File: src/rtl/id_ex_if.sv
// Decode-to-execute bus: upstream decoded instruction, later-stage forwarding
// sources, and the registered ALU-side outputs of the ID/EX stage.
interface id_ex_if #(
  parameter int DATA_W = 32,
  parameter int REG_AW = 4,
  parameter int CNT_W  = 16
);
  // Upstream decoded instruction
  logic              in_valid;
  logic              in_ready;
  logic [REG_AW-1:0] in_rs1_addr;
  logic [REG_AW-1:0] in_rs2_addr;
  logic [DATA_W-1:0] in_rs1_data;
  logic [DATA_W-1:0] in_rs2_data;
  logic [DATA_W-1:0] in_imm;
  logic              in_use_imm;
  logic [3:0]        in_alu_ctrl;
  logic [REG_AW-1:0] in_rd_addr;
  logic              in_rd_we;
  logic              in_is_load;
  logic              flush;

  // Forwarding sources from EX, MEM and WB
  logic [DATA_W-1:0] ex_result;
  logic [REG_AW-1:0] mem_rd_addr;
  logic              mem_rd_we;
  logic [DATA_W-1:0] mem_data;
  logic [REG_AW-1:0] wb_rd_addr;
  logic              wb_rd_we;
  logic [DATA_W-1:0] wb_data;

  // Downstream ALU side
  logic              out_valid;
  logic              out_ready;
  logic [DATA_W-1:0] op_a;
  logic [DATA_W-1:0] op_b;
  logic [3:0]        alu_ctrl;
  logic [REG_AW-1:0] out_rd_addr;
  logic              out_rd_we;
  logic              out_is_load;
  logic [CNT_W-1:0]  bubble_cnt;

  // Environment side: drives the instruction and forwarding sources
  modport master (
    output in_valid, in_rs1_addr, in_rs2_addr, in_rs1_data, in_rs2_data,
           in_imm, in_use_imm, in_alu_ctrl, in_rd_addr, in_rd_we, in_is_load,
           flush, ex_result, mem_rd_addr, mem_rd_we, mem_data,
           wb_rd_addr, wb_rd_we, wb_data, out_ready,
    input  in_ready, out_valid, op_a, op_b, alu_ctrl, out_rd_addr,
           out_rd_we, out_is_load, bubble_cnt
  );

  // Stage side
  modport slave (
    input  in_valid, in_rs1_addr, in_rs2_addr, in_rs1_data, in_rs2_data,
           in_imm, in_use_imm, in_alu_ctrl, in_rd_addr, in_rd_we, in_is_load,
           flush, ex_result, mem_rd_addr, mem_rd_we, mem_data,
           wb_rd_addr, wb_rd_we, wb_data, out_ready,
    output in_ready, out_valid, op_a, op_b, alu_ctrl, out_rd_addr,
           out_rd_we, out_is_load, bubble_cnt
  );
endinterface

File: src/rtl/id_ex_stage.sv
// ID/EX pipeline register feeding the ALU. Resolves RAW hazards by
// forwarding EX > MEM > WB > register file, inserts one bubble on a
// load-use hazard, and honours flush above every other event.
module id_ex_stage #(
  parameter int DATA_W = 32,
  parameter int REG_AW = 4,
  parameter int CNT_W  = 16
) (
  input logic   clk,
  input logic   rst,
  id_ex_if.slave bus
);

  typedef struct packed {
    logic [DATA_W-1:0] op_a;
    logic [DATA_W-1:0] op_b;
    logic [3:0]        alu_ctrl;
    logic [REG_AW-1:0] rd_addr;
    logic              rd_we;
    logic              is_load;
  } ex_reg_t;

  logic             valid_q;
  ex_reg_t          ex_q;
  ex_reg_t          ex_d;
  logic [CNT_W-1:0] cnt_q;

  logic advance;
  logic rs2_used;
  logic ex_rs1, ex_rs2, mem_rs1, mem_rs2, wb_rs1, wb_rs2;
  logic load_use;
  logic [DATA_W-1:0] fwd_a;
  logic [DATA_W-1:0] fwd_b;

  // Handshake: the register may be overwritten when empty or draining.
  assign advance  = !valid_q || bus.out_ready;
  assign rs2_used = !bus.in_use_imm;

  // Per-source address matches. rd_we is cleared whenever valid_q is cleared,
  // so a bubble never matches; valid_q is still included for clarity.
  assign ex_rs1  = valid_q && ex_q.rd_we && (ex_q.rd_addr == bus.in_rs1_addr);
  assign ex_rs2  = valid_q && ex_q.rd_we && (ex_q.rd_addr == bus.in_rs2_addr);
  assign mem_rs1 = bus.mem_rd_we && (bus.mem_rd_addr == bus.in_rs1_addr);
  assign mem_rs2 = bus.mem_rd_we && (bus.mem_rd_addr == bus.in_rs2_addr);
  assign wb_rs1  = bus.wb_rd_we && (bus.wb_rd_addr == bus.in_rs1_addr);
  assign wb_rs2  = bus.wb_rd_we && (bus.wb_rd_addr == bus.in_rs2_addr);

  // A load in EX has no result until MEM, so a dependent consumer must wait.
  assign load_use = bus.in_valid && ex_q.is_load &&
                    (ex_rs1 || (rs2_used && ex_rs2));

  // Flush always drains the incoming instruction; otherwise accept only when
  // the register can advance and no load-use stall is pending.
  assign bus.in_ready = bus.flush || (advance && !load_use);

  // Operand A forwarding mux, youngest producer first.
  always_comb begin
    // NOTE: default first so every path assigns fwd_a and no latch is inferred.
    fwd_a = bus.in_rs1_data;
    if (ex_rs1)       fwd_a = bus.ex_result;
    else if (mem_rs1) fwd_a = bus.mem_data;
    else if (wb_rs1)  fwd_a = bus.wb_data;
  end

  // Operand B: the immediate bypasses forwarding entirely.
  always_comb begin
    fwd_b = bus.in_rs2_data;
    if (bus.in_use_imm) fwd_b = bus.in_imm;
    else if (ex_rs2)    fwd_b = bus.ex_result;
    else if (mem_rs2)   fwd_b = bus.mem_data;
    else if (wb_rs2)    fwd_b = bus.wb_data;
  end

  // Next contents of the EX register when an instruction is captured.
  always_comb begin
    ex_d          = '0;
    ex_d.op_a     = fwd_a;
    ex_d.op_b     = fwd_b;
    ex_d.alu_ctrl = bus.in_alu_ctrl;
    ex_d.rd_addr  = bus.in_rd_addr;
    ex_d.rd_we    = bus.in_rd_we;
    ex_d.is_load  = bus.in_is_load;
  end

  // EX register and bubble counter; first matching event wins.
  always_ff @(posedge clk or posedge rst) begin
    // NOTE: every register is reset (no memories here) so all outputs read 0
    // the moment rst rises, even with an instruction in flight.
    if (rst) begin
      // NOTE: non-blocking assignments keep all state updates simultaneous.
      valid_q <= 1'b0;
      ex_q    <= '0;
      cnt_q   <= '0;
    end else if (bus.flush) begin
      valid_q      <= 1'b0;
      ex_q.rd_we   <= 1'b0;
      ex_q.is_load <= 1'b0;
    end else if (!advance) begin
      valid_q <= valid_q;
    end else if (load_use) begin
      valid_q      <= 1'b0;
      ex_q.rd_we   <= 1'b0;
      ex_q.is_load <= 1'b0;
      if (cnt_q != '1) cnt_q <= cnt_q + CNT_W'(1);
    end else if (bus.in_valid) begin
      valid_q <= 1'b1;
      ex_q    <= ex_d;
    end else begin
      valid_q      <= 1'b0;
      ex_q.rd_we   <= 1'b0;
      ex_q.is_load <= 1'b0;
    end
  end

  assign bus.out_valid   = valid_q;
  assign bus.op_a        = ex_q.op_a;
  assign bus.op_b        = ex_q.op_b;
  assign bus.alu_ctrl    = ex_q.alu_ctrl;
  assign bus.out_rd_addr = ex_q.rd_addr;
  assign bus.out_rd_we   = ex_q.rd_we;
  assign bus.out_is_load = ex_q.is_load;
  assign bus.bubble_cnt  = cnt_q;

endmodule

File: src/flat_wrapper.sv
// flat-port wrapper written by rule: the top's interface ports become plain ports
module id_ex_stage_flat 
#(
  parameter int DATA_W = 32,
  parameter int REG_AW = 4,
  parameter int CNT_W  = 16
)
  (clk, rst, bus_in_valid, bus_in_rs1_addr, bus_in_rs2_addr, bus_in_rs1_data, bus_in_rs2_data, bus_in_imm, bus_in_use_imm, bus_in_alu_ctrl, bus_in_rd_addr, bus_in_rd_we, bus_in_is_load, bus_flush, bus_ex_result, bus_mem_rd_addr, bus_mem_rd_we, bus_mem_data, bus_wb_rd_addr, bus_wb_rd_we, bus_wb_data, bus_out_ready, bus_in_ready, bus_out_valid, bus_op_a, bus_op_b, bus_alu_ctrl, bus_out_rd_addr, bus_out_rd_we, bus_out_is_load, bus_bubble_cnt);
  id_ex_if #(.DATA_W(DATA_W), .REG_AW(REG_AW), .CNT_W(CNT_W)) bus_i ();
  input logic clk;
  input logic rst;
  input wire logic [$bits(bus_i.in_valid)-1:0] bus_in_valid;
  input wire logic [$bits(bus_i.in_rs1_addr)-1:0] bus_in_rs1_addr;
  input wire logic [$bits(bus_i.in_rs2_addr)-1:0] bus_in_rs2_addr;
  input wire logic [$bits(bus_i.in_rs1_data)-1:0] bus_in_rs1_data;
  input wire logic [$bits(bus_i.in_rs2_data)-1:0] bus_in_rs2_data;
  input wire logic [$bits(bus_i.in_imm)-1:0] bus_in_imm;
  input wire logic [$bits(bus_i.in_use_imm)-1:0] bus_in_use_imm;
  input wire logic [$bits(bus_i.in_alu_ctrl)-1:0] bus_in_alu_ctrl;
  input wire logic [$bits(bus_i.in_rd_addr)-1:0] bus_in_rd_addr;
  input wire logic [$bits(bus_i.in_rd_we)-1:0] bus_in_rd_we;
  input wire logic [$bits(bus_i.in_is_load)-1:0] bus_in_is_load;
  input wire logic [$bits(bus_i.flush)-1:0] bus_flush;
  input wire logic [$bits(bus_i.ex_result)-1:0] bus_ex_result;
  input wire logic [$bits(bus_i.mem_rd_addr)-1:0] bus_mem_rd_addr;
  input wire logic [$bits(bus_i.mem_rd_we)-1:0] bus_mem_rd_we;
  input wire logic [$bits(bus_i.mem_data)-1:0] bus_mem_data;
  input wire logic [$bits(bus_i.wb_rd_addr)-1:0] bus_wb_rd_addr;
  input wire logic [$bits(bus_i.wb_rd_we)-1:0] bus_wb_rd_we;
  input wire logic [$bits(bus_i.wb_data)-1:0] bus_wb_data;
  input wire logic [$bits(bus_i.out_ready)-1:0] bus_out_ready;
  output wire logic [$bits(bus_i.in_ready)-1:0] bus_in_ready;
  output wire logic [$bits(bus_i.out_valid)-1:0] bus_out_valid;
  output wire logic [$bits(bus_i.op_a)-1:0] bus_op_a;
  output wire logic [$bits(bus_i.op_b)-1:0] bus_op_b;
  output wire logic [$bits(bus_i.alu_ctrl)-1:0] bus_alu_ctrl;
  output wire logic [$bits(bus_i.out_rd_addr)-1:0] bus_out_rd_addr;
  output wire logic [$bits(bus_i.out_rd_we)-1:0] bus_out_rd_we;
  output wire logic [$bits(bus_i.out_is_load)-1:0] bus_out_is_load;
  output wire logic [$bits(bus_i.bubble_cnt)-1:0] bus_bubble_cnt;
  assign bus_i.in_valid = bus_in_valid;
  assign bus_i.in_rs1_addr = bus_in_rs1_addr;
  assign bus_i.in_rs2_addr = bus_in_rs2_addr;
  assign bus_i.in_rs1_data = bus_in_rs1_data;
  assign bus_i.in_rs2_data = bus_in_rs2_data;
  assign bus_i.in_imm = bus_in_imm;
  assign bus_i.in_use_imm = bus_in_use_imm;
  assign bus_i.in_alu_ctrl = bus_in_alu_ctrl;
  assign bus_i.in_rd_addr = bus_in_rd_addr;
  assign bus_i.in_rd_we = bus_in_rd_we;
  assign bus_i.in_is_load = bus_in_is_load;
  assign bus_i.flush = bus_flush;
  assign bus_i.ex_result = bus_ex_result;
  assign bus_i.mem_rd_addr = bus_mem_rd_addr;
  assign bus_i.mem_rd_we = bus_mem_rd_we;
  assign bus_i.mem_data = bus_mem_data;
  assign bus_i.wb_rd_addr = bus_wb_rd_addr;
  assign bus_i.wb_rd_we = bus_wb_rd_we;
  assign bus_i.wb_data = bus_wb_data;
  assign bus_i.out_ready = bus_out_ready;
  assign bus_in_ready = bus_i.in_ready;
  assign bus_out_valid = bus_i.out_valid;
  assign bus_op_a = bus_i.op_a;
  assign bus_op_b = bus_i.op_b;
  assign bus_alu_ctrl = bus_i.alu_ctrl;
  assign bus_out_rd_addr = bus_i.out_rd_addr;
  assign bus_out_rd_we = bus_i.out_rd_we;
  assign bus_out_is_load = bus_i.out_is_load;
  assign bus_bubble_cnt = bus_i.bubble_cnt;
  id_ex_stage #(.DATA_W(DATA_W), .REG_AW(REG_AW), .CNT_W(CNT_W)) u_core (.clk(clk), .rst(rst), .bus(bus_i));
endmodule
File: config.mk
export PLATFORM = sky130hd
export DESIGN_NAME = id_ex_stage_flat
export DESIGN_NICKNAME = d
export VERILOG_FILES = /design/src/rtl/id_ex_if.sv /design/src/rtl/id_ex_stage.sv /design/src/flat_wrapper.sv
export SDC_FILE = /design/constraint.sdc
export NUM_CORES = 1
export LEC_CHECK = 0
export BUFFER_PORTS_ARGS = -buffer_cell sky130_fd_sc_hd__clkbuf_2
export CELL_PAD_IN_SITES_DETAIL_PLACEMENT = 1
export CELL_PAD_IN_SITES_GLOBAL_PLACEMENT = 2
export CORE_MARGIN = 2
export CORE_UTILIZATION = 25
export CTS_BUF_LIST = sky130_fd_sc_hd__clkbuf_4 sky130_fd_sc_hd__clkbuf_8
export DETAILED_ROUTE_END_ITERATION = 6
export PLACE_DENSITY = 0.88
export SYNTH_ARGS = -nofsm -noshare
export SYNTH_HDL_FRONTEND = slang
export SYNTH_SLANG_ARGS = --single-unit
File: constraint.sdc
create_clock -name clk -period 3.4 [get_ports clk]
set_input_delay 0.68 -clock clk [delete_from_list [all_inputs] [get_ports clk]]
set_output_delay 0.68 -clock clk [all_outputs]
set_load 0.02 [all_outputs]
==> impl_metrics.yaml <==
run_status:
  outcome: "finished clean"
logic_synthesis:
  synth_edf_count: 0
  syn-num-nets: 965
  synth_top_area_cell: "dfrtp_1"
  synth_top_area_frac: 0.370
  synth_flop_cell: "dfrtp_1"
  syn_inst: 738
  synth_cell_types: 45
  syn_area_um2: 6150
  synthArstFlopShare: 1.00
  synth.top_cells.by_area: "dfrtp_1 (37%), o21ai_0 (6.9%), nand2_1 (5.7%)"
  syn_avg_cell_area_um2: 8.34
  yosysWarnings: 0
  ys_seq_elements: 91
  yosysSeqAreaShare: 0.370
floorplan:
  start_util: 0.254
  rows: 57
  ioPinCount: 318
  die_area_um2: 25900
  core-area_um2: 24200
  die_y_um: 161
  die_w_um: 161
setup_path:
  crit_slowest_cell: "or4_4"
  cp-end-kind: "output port"
  worstPathMaxFanout: 4
  cp_top_family: "simple AND/OR/NAND/NOR gates"
  critPathBufInv: 1
  crit_chain: "xnor2_1 -> nand2_1 -> or4_4 -> a21oi_1 -> a21oi_1 -> or2_2 -> clkbuf_2"
  crit_type: "flop to output port"
  arrival_ns: 2.45
  cp.required_ns: 2.72
  cpMostUsedCell: "a21oi_1"
  r2r_start: "u_core.bus.out_rd_addr[2]$_DFFE_PP0P_"
  cp-start-kind: "flop"
  rr_endpoint: "u_core.bus.bubble_cnt[1]$_DFFE_PP0P_"
  rrSetupSlack_ns: 0.75
  r2r_cells: 7
  max_stage_delay_ns: 0.55
clocking:
  root_buffer: "clkbuf_8"
  htreeDepth: 3
  hold_buffers: 0
  postCtsSetupBuffers: 0
  numCtsBuffers: 9
  cts_tree: "built"
  cts_buffer_depth: 2
  clk_pin_slew_worst_paths_ns: 0.11
  cts_resized: 0
  clock_latency_ns: 0.39
  clock_sinks: 91
routing:
  post_drt_wl_per_cell_um: 20.9
  firstDrtPassIters: 5
  drtAntennaViolNets: 0
  vias_per_cell: 5.16
  drc: 0
  routed_wl_mm: 28.2
  vias: 6965
  drt_iter0_drc: 332
sta:
  clock.fmax_mhz: 320
  grt_setup_unrepaired: "false"
  layout_min_cycle_time_ns: 3.13
  fin_ws_ns: 0.270
  tightestPinTransition_ns: 0.902
  setup_tns_ns: 0
  skew_ns: 0.0186
  slew_headroom: 0.398
  setup_viol: 0
  hold_viol_final: 0
  min_period_over_period: 0.920
  drv_slew: 0
power:
  power_switching_mw: 1.19
  p_clk_frac: 0.291
  intPower_mw: 2.17
  leakage_nw: 4.00
  p_per_area_nw_per_um2: 400
  pwr-share-seq: 0.395
  p_sw_frac: 0.353
  ir_worst_vdd_uv: 223
  combPwrFrac: 0.314
layout:
  fin_nets: 1248
  final_layout_size_suffix_gt1_frac: 0.365
  area_delta_synth_final_pct: 36.4
  diodes: 0
  fillers: 3031
placement:
  place_congestion: 0.863
  dp_hpwl_mm: 20.5
  port_buffers: 317
  preCtsSetupSlack_ns: 0.270
global_route:
  grt_usage: 0.213
  grt_pass1_wl_mm: 42.7
  grt_max_degree: 66
  first_global_vias: 7391
  overflow: 0
  antenna_found_initial: 0
worst_hold_path:
  hold_class: "input pin to asynchronous set/reset pin"
flow_run:
  drv_cap: 0
[how the worst max path moves through the flow]
stage	startpoint	to	slack, ns	cells after the start
floorplan	rst	u_core.bus.alu_ctrl[0]$_DFFE_PP0P_	0.36	1
global placement	bus_in_rs1_addr[2]	bus_in_ready	0.28	8
detailed placement	bus_in_rs1_addr[2]	bus_in_ready	0.27	8
CTS	u_core.bus.out_rd_addr[2]$_DFFE_PP0P_	bus_in_ready	0.18	7
global route	u_core.bus.out_rd_addr[2]$_DFFE_PP0P_	bus_in_ready	0.09	7
finish	u_core.bus.out_rd_addr[2]$_DFFE_PP0P_	bus_in_ready	0.27	7
[power groups by stage]
stage | clock network [mW] | registers [mW] | logic, mW
final | 0.977 | 1.33 | 1.05
after global routing | 1.04 | 1.34 | 1.14
after CTS | 1.01 | 1.33 | 1.07
after detailed placement | 0 | 1.35 | 1.06
after global placement | 0 | 1.34 | 1.05
after floorplan | 0 | 1.52 | 0.397
[cells in the final DEF (no fill, tap or decap), types with 2 or more instances in the layout]
cell and n:
a21o_1 2, o21ai_1 12, xor2_1 14, mux2i_1 32, a21oi_1 68, nor2b_1 2, o22a_1 30, o21a_1 32
a211oi_1 32, and3_1 6, dfrtp_1 91, nand4_1 5, and4_1 3, inv_6 3, nand3_1 4, nand4_2 3
buf_4 18, nand2_1 93, o21ai_0 85, buf_12 5, clkbuf_8 10, xnor2_1 18, nor3_1 3, nor2_1 5
nand2b_1 2, a32o_1 2, inv_1 38, clkbuf_2 317, bufinv_16 3, a22o_1 32, and2_2 2, a31oi_1 32
[cell families after synthesis]
| family | after synthesis | synth area share |
|---|---|---|
| compound gates | 333 | 0.351 |
| xor+xnor | 33 | 0.0470 |
| fa+ha+maj | 1 | 0.00203 |
| buf+inv | 108 | 0.0697 |
| flops | 91 | 0.370 |
| mux | 33 | 0.0539 |
| simple gates | 139 | 0.107 |
[worst register-to-register path: stages (launching register included)]
cell and delay, ns:
dfrtp_1 0.45, xnor2_1 0.19, nand2_1 0.12, or4_4 0.55, buf_4 0.28, a2111oi_4 0.32
buf_4 0.27, mux2_2 0.36
[flip-flops by register name, summed over array words and instances, names as in the netlist]
| signal | flops |
|---|---|
| u_core.bus.out_rd_we | 1 |
| u_core.bus.out_is_load | 1 |
| u_core.bus.out_valid | 1 |
| u_core.bus.bubble_cnt | 16 |
| u_core.bus.alu_ctrl | 4 |
| u_core.bus.op_b | 32 |
| u_core.bus.op_a | 32 |
| u_core.bus.out_rd_addr | 4 |
[synthesized netlist by cell type (2+ instances only)]
cell	number
a211oi_1	32
a21o_1	2
a21oi_1	68
a22o_1	32
a31oi_1	32
a32o_1	2
and2_1	4
and3_1	7
and4_1	3
buf_1	3
buf_2	7
buf_6	2
clkbuf_1	56
dfrtp_1	91
inv_1	39
mux2i_1	32
nand2_1	94
nand2b_1	2
nand3_1	5
nand4_1	5
nand4_2	3
nor2_1	5
nor2b_1	2
nor3_1	3
o21a_1	32
o21ai_0	85
o21ai_1	12
o22a_1	30
xnor2_1	19
xor2_1	14
[metrics by stage]
step                power [mW]  instance area, um^2   util  std cells  hold slack [ns]
floorplan                 1.92                 6150      -        738            0.589
global placement          2.39                 8140  0.336       1334            0.462
detailed placement        2.41                 8140  0.336       1334            0.474
CTS                       3.40                 8400  0.346       1350            0.460
global route              3.53                 8400  0.346       1350            0.483
finish                    3.36                 8400  0.346       1350            0.461
[cell type report]
class | count | area [um^2] | share of cell area
Clock buffer | 10 | 138 | 0.0164
Clock inverter | 6 | 116 | 0.0139
Inverter | 40 | 153 | 0.0182
Multi-Input combinational cell | 539 | 3480 | 0.415
Sequential cell | 91 | 2280 | 0.271
Tap cell | 324 | 405 | 0.0483
Timing Repair Buffer | 340 | 1820 | 0.217
[per-layer routing]
| layer | GRT usage | routed length, um |
|---|---|---|
| met1 | 0.270 | 12300 |
| met2 | 0.369 | 13700 |
| met3 | 0.0354 | 1400 |
| met4 | 0.0690 | 783 |
| met5 | 0 | 0 |
Power figures use the tool's default switching activity.
